<file path="config.mk">
export PLATFORM = sky130hd
export DESIGN_NAME = fetch_unit
export DESIGN_NICKNAME = d
export VERILOG_FILES = /design/src/rtl/fetch_unit.sv
export SDC_FILE = /design/constraint.sdc
export NUM_CORES = 1
export LEC_CHECK = 0
export BUFFER_PORTS_ARGS = -buffer_cell sky130_fd_sc_hd__buf_2
export CELL_PAD_IN_SITES_DETAIL_PLACEMENT = 1
export CELL_PAD_IN_SITES_GLOBAL_PLACEMENT = 1
export CORE_AREA = 2 2 159 161
export DETAILED_ROUTE_END_ITERATION = 16
export DIE_AREA = 0 0 161 163
export HOLD_SLACK_MARGIN = 0.15
export PLACE_DENSITY = 0.73
export SKIP_LAST_GASP = 1
export SLEW_MARGIN = 20
export SYNTH_ARGS = -nofsm -noshare
export SYNTH_HDL_FRONTEND = slang
export SYNTH_SLANG_ARGS = --single-unit
</file>
<file path="constraint.sdc">
create_clock -name clk -period 3 [get_ports clk]
set_clock_uncertainty 0.1 [all_clocks]
set_input_delay 0 -clock clk [delete_from_list [all_inputs] [get_ports clk]]
set_output_delay 0 -clock clk [all_outputs]
set_load 0.02 [all_outputs]
</file>
<file path="src/rtl/fetch_unit.sv">
// rtl/fetch_unit.sv - instruction-fetch stage: PC, IF/ID register, redirects, stall and halt
module fetch_unit #(
  parameter logic [31:0] RESET_PC = 32'h0000_0000
) (
  input  logic        clk,
  input  logic        rst_n,
  input  logic        stall,
  input  logic        br_taken,
  input  logic [15:0] br_offset,
  input  logic        jump,
  input  logic [25:0] jump_addr,
  input  logic        jr,
  input  logic [31:0] jr_target,
  input  logic        halt_req,
  input  logic [31:0] im_instr,
  output logic [31:0] im_pc,
  output logic [31:0] id_instr,
  output logic [31:0] id_pc_plus1,
  output logic        id_valid,
  output logic        halted,
  output logic [31:0] fetch_count
);

  typedef enum logic [1:0] {
    S_BOOT = 2'd0,
    S_RUN  = 2'd1,
    S_HALT = 2'd2
  } state_e;

  state_e      state_q, state_d;
  logic [31:0] pc_q, pc_d;
  logic [31:0] id_instr_q, id_instr_d;
  logic [31:0] id_pc_plus1_q, id_pc_plus1_d;
  logic        id_valid_q, id_valid_d;
  logic        halted_q, halted_d;
  logic [31:0] fetch_count_q, fetch_count_d;

  logic        redirect;
  logic [31:0] br_target;
  logic [31:0] jump_target;
  logic [31:0] redirect_target;
  logic [31:0] pc_plus1;

  // A redirect only comes from a real instruction sitting in ID; bubbles cannot steer fetch.
  assign redirect    = id_valid_q & (br_taken | jr | jump);
  assign br_target   = id_pc_plus1_q + {{16{br_offset[15]}}, br_offset};
  assign jump_target = {id_pc_plus1_q[31:26], jump_addr};
  assign pc_plus1    = pc_q + 32'd1;

  always_comb begin
    redirect_target = jump_target;
    if (br_taken) begin
      redirect_target = br_target;
    end else if (jr) begin
      redirect_target = jr_target;
    end
  end

  always_comb begin
    state_d       = state_q;
    pc_d          = pc_q;
    id_instr_d    = id_instr_q;
    id_pc_plus1_d = id_pc_plus1_q;
    id_valid_d    = id_valid_q;
    halted_d      = halted_q;
    fetch_count_d = fetch_count_q;

    case (state_q)
      S_BOOT: begin
        id_valid_d = 1'b0;
        if (halt_req) begin
          state_d  = S_HALT;
          halted_d = 1'b1;
        end else begin
          state_d = S_RUN;
        end
      end

      S_RUN: begin
        if (halt_req) begin
          state_d    = S_HALT;
          halted_d   = 1'b1;
          id_valid_d = 1'b0;
        end else if (redirect) begin
          // Redirect outranks stall: the redirecting instruction is older than the hazard.
          pc_d       = redirect_target;
          id_valid_d = 1'b0;
          id_instr_d = 32'd0;
        end else if (!stall) begin
          id_instr_d    = im_instr;
          id_pc_plus1_d = pc_plus1;
          id_valid_d    = 1'b1;
          pc_d          = pc_plus1;
          fetch_count_d = fetch_count_q + 32'd1;
        end
      end

      S_HALT: begin
        state_d = S_HALT;
      end

      default: begin
        state_d = S_BOOT;
      end
    endcase
  end

  always_ff @(posedge clk or negedge rst_n) begin
    if (!rst_n) begin
      state_q       <= S_BOOT;
      pc_q          <= RESET_PC;
      id_instr_q    <= 32'd0;
      id_pc_plus1_q <= 32'd0;
      id_valid_q    <= 1'b0;
      halted_q      <= 1'b0;
      fetch_count_q <= 32'd0;
    end else begin
      state_q       <= state_d;
      pc_q          <= pc_d;
      id_instr_q    <= id_instr_d;
      id_pc_plus1_q <= id_pc_plus1_d;
      id_valid_q    <= id_valid_d;
      halted_q      <= halted_d;
      fetch_count_q <= fetch_count_d;
    end
  end

  assign im_pc       = pc_q;
  assign id_instr    = id_instr_q;
  assign id_pc_plus1 = id_pc_plus1_q;
  assign id_valid    = id_valid_q;
  assign halted      = halted_q;
  assign fetch_count = fetch_count_q;

endmodule

</file>
==> key figures <==
GRT
  – Wire length of the first global-routing pass: 54300 µm
  – GRT Total Usage: 0.265
  – Largest net degree at the start of global routing: just under 60
  – Remaining global-route overflow: 0
  – Antenna violations before repair: 2
  – Vias in the first global route: 9740

Power and ir drop
  – Power per standard cell area: 672 nW/µm²
  – Leakage: 5.85 nW
  – Maximum vdd ir drop: 0.345 mV

CTS
  – Clock Path Buffers: 2
  – Skew-Pair Late Insertion Delay: ~0.44 ns
  – CTS H-tree lvls: 4
  – CTS tree: built
  – CTS clk-pin slew, worst paths: 0.07 ns
  – Clk sink count: 132
  – CTS buffer count: 17
  – Clock Root Buffer: clkbuf_16

Floorplanning
  – Row cnt: 58
  – # IOs: approximately 240
  – Die Width: 161 µm
  – Die Height: between 150 and 200 µm
  – Core Box Area: 24700 µm²
  – Starting Density: 0.344
  – Full die area: 26200 µm²

Setup path
  – CP max FO: 3
  – CP arrival: between 3 and 4 ns
  – Worst Path Buf+Inv: 0
  – R2R depth: 10
  – Cell family with most CP delay: compound AO/OA/AOI/OAI gates
  – Max incr delay on CP: roughly 0.41 ns
  – Worst Setup Path Type: flip-flop to flip-flop
  – Critical Path Source Type: flip-flop
  – FF-to-FF setup slack: 0.03 ns
  – CP required: about 3.3 ns
  – Slowest cell on crit path: dfrtp_1
  – Cell count along the critical path: 10
  – CP Capture Type: flip-flop
  – Crit-path cells: ha_4 -> fa_2 -> a21o_1 -> a221o_1 -> a21oi_4 -> o21ai_2 -> a311o_1 -> o211a_1 -> o21a_1 -> o31ai_1

Logic synthesis
  – Fraction of registers with async set/reset: 1.00
  – Top cell type's share of synthesized area: 0.389
  – Largest cells by area after synthesis: dfrtp_1 39%, xnor2_1 6.0%, nand2_1 5.3%, ha_1 5.3%, o21ai_0 4.8%
  – Unique masters post-synth: 74
  – Avg Inst Size Synth: 8.96 µm²
  – Synthesized Nets: 1099
  – Synth Register Bits: ~130
  – Largest area contributor in the netlist: dfrtp_1
  – Syn. warnings: 0
  – Syn Std Cell Area: 8500 µm²
  – Post-Synthesis Cells: 949
  – Share of the yosys chip area belonging to registers: 0.389
  – Top_reg_cell synth: dfrtp_1
  – Post-synth EDFFs: 0

Drt
  – DRC errors left: 0
  – Drt total wl: 34900 µm
  – Drt wl/cell: 21.0 µm
  – Post-DRT Antenna Nets: 0
  – Vias post-DR: 9209
  – TritonRoute pass-1 iters: 5
  – Vias per cell: 5.55
  – Iteration-0 DRC Markers: roughly 580

STA
  – Max-slew violations: 0
  – Final worst path period share: 0.991
  – Unrepaired setup endpoints after global routing: true
  – Fin crit period: slightly below 3 ns
  – Final Hold Violating Endpoints: 0
  – Setup violations, final: 0
  – Worst slew margin: 0.368
  – Final hold slack: 0.168 ns
  – Fmax: approximately 340 MHz
  – Worst-Margin Slew: 0.924 ns

Finish
  – Final nets: around 1500
  – Layout area overhead: 43.1%
  – Post-Layout Inst Area: 12200 µm²
  – Non-filler cells, final: approximately 1700
  – Layout cell share with drive strength beyond 1: 0.278
  – Filler instances: 2957

Placement
  – Placed cell count: about 1500
  – Port Buffer Count: 242
  – Routability congestion estimate: 0.903
  – DP Wirelength: 23800 µm
  – Area post-placement: 10300 µm²

Run status
  – Status: complete, no violations

Run
  – Max-Cap Viols: 0

Hold path
  – Hold WC Path Type: primary input to flip-flop
  – Hold path depth: 6
power by group:
| part | switching (mW) | total, mW | internal, mW |
|---|---|---|---|
| clock | 1.02 | 2.15 | 1.13 |
| combinational | 1.99 | 3.39 | 1.40 |
| sequential | 0.413 | 2.62 | 2.21 |
| total | 3.43 | 8.17 | 4.74 |
cells in the mapped netlist (all sizes together) (18+ instances only):
cell    count
dfrtp     132
nand2     122
o21ai      85
a21oi      69
xnor2      58
nor2       54
ha         36
clkbuf     35
nand3      34
a22o       32
mux2i      29
xor2       29
buf        20
nor3       19
and3       18
worst min-delay path: stages:
cell and delay [ns]:
buf_2 0.07, nor2b_1 0.11, a2111oi_0 0.12, a31oi_1 0.15
o21ai_0 0.09, a21oi_1 0.13
cell usage in the layout (no fill, tap or decap), drive strengths merged, types with 4 or more instances in the layout:
| cell | synthesis | layout |
|---|---|---|
| buf | 20 | 300 |
| dfrtp | 132 | 132 |
| nand2 | 122 | 122 |
| dlygate4sd3 | 0 | 103 |
| o21ai | 85 | 85 |
| a21oi | 69 | 69 |
| xnor2 | 58 | 58 |
| nor2 | 54 | 54 |
| ha | 36 | 36 |
| nand3 | 34 | 34 |
| a22o | 32 | 32 |
| xor2 | 29 | 29 |
| mux2i | 29 | 29 |
| inv | 12 | 21 |
| nor3 | 19 | 19 |
| and3 | 18 | 18 |
| clkbuf | 35 | 17 |
| nand4 | 12 | 12 |
| a21o | 11 | 11 |
| and2 | 10 | 10 |
| o22ai | 9 | 9 |
| and4 | 9 | 9 |
| a31oi | 9 | 9 |
| a211oi | 7 | 7 |
| a22oi | 7 | 7 |
| nor4 | 7 | 7 |
| o31ai | 7 | 7 |
| o211ai | 6 | 6 |
| a32oi | 6 | 6 |
| nand2b | 5 | 5 |
| nor2b | 5 | 5 |
| clkinv | 0 | 5 |
| or2 | 4 | 4 |
| o31a | 4 | 4 |
routing by layer:
metal  vias to the layer above  share of wire  GRT usage
met5                         -        0.00037          0
met3                        88          0.058     0.0532
met1                      4589           0.41      0.326
li1                       4200              -          -
met2                       330           0.49      0.450
met4                         2          0.038      0.119
what timing repair did:
action,in CTS,in global routing
pin swaps,7,9
hold buffers,104,0
setup buffers,2,6
endpoints found under the hold margin,201,0
gates resized for setup,9,16
setup endpoints to repair,7,14
through the flow:
step | util | setup slack, ns | setup TNS (ns) | power [mW]
3_3_place_gp | 0.418 | -0.0781 | -0.144 | 5.61
3_5_place_dp | 0.418 | -0.112 | -0.286 | 5.67
6_report | 0.493 | 0.0264 | 0 | 8.17
5_1_grt | 0.493 | -0.104 | -0.387 | 8.62
2_1_floorplan | - | 0.0307 | 0 | 4.48
4_1_cts | 0.488 | 0.0130 | 0 | 8.05
cells by family after synthesis:
logic type / after synthesis / synth area share
multiplexers: 32 / 0.0381
flip-flops: 132 / 0.389
XOR/XNOR: 87 / 0.0897
buffers and inverters: 67 / 0.0318
AND/OR/NAND/NOR: 309 / 0.179
adder cells (fa/ha/maj): 37 / 0.0554
AO/OA/AOI/OAI: 285 / 0.218
cell type report:
| type | count | area [µm²] | area share |
|---|---|---|---|
| multi-input cells | 750 | 5070 | 0.417 |
| well taps | 330 | 413 | 0.0340 |
| diodes | 1 | 2.50 | 0.000206 |
| repair buffers | 403 | 2720 | 0.224 |
| inverters | 12 | 45.0 | 0.00370 |
| clock inverters | 15 | 183 | 0.0150 |
| flip-flops and latches | 132 | 3300 | 0.272 |
| clock buffers | 17 | 425 | 0.0350 |
registers in the layout, summed over array words and instances (netlist names):
register     count
fetch_count     32
halted           1
id_instr        32
id_pc_plus1     32
id_valid         1
im_pc           32
state_q          2
worst paths after layout:
kind,start,to
worst min register to register,fetch_count[31]$_DFFE_PN0P_,fetch_count[31]$_DFFE_PN0P_
worst max register to register,id_pc_plus1[0]$_DFFE_PN0P_,im_pc[28]$_DFFE_PN0P_
max in group asynchronous,rst_n,id_pc_plus1[24]$_DFFE_PN0P_
worst max-delay path,id_pc_plus1[0]$_DFFE_PN0P_,im_pc[28]$_DFFE_PN0P_
min in group asynchronous,rst_n,id_pc_plus1[7]$_DFFE_PN0P_
worst min-delay path,jump_addr[18],im_pc[18]$_DFFE_PN0P_
No activity file was read; power rests on OpenSTA's default activity.
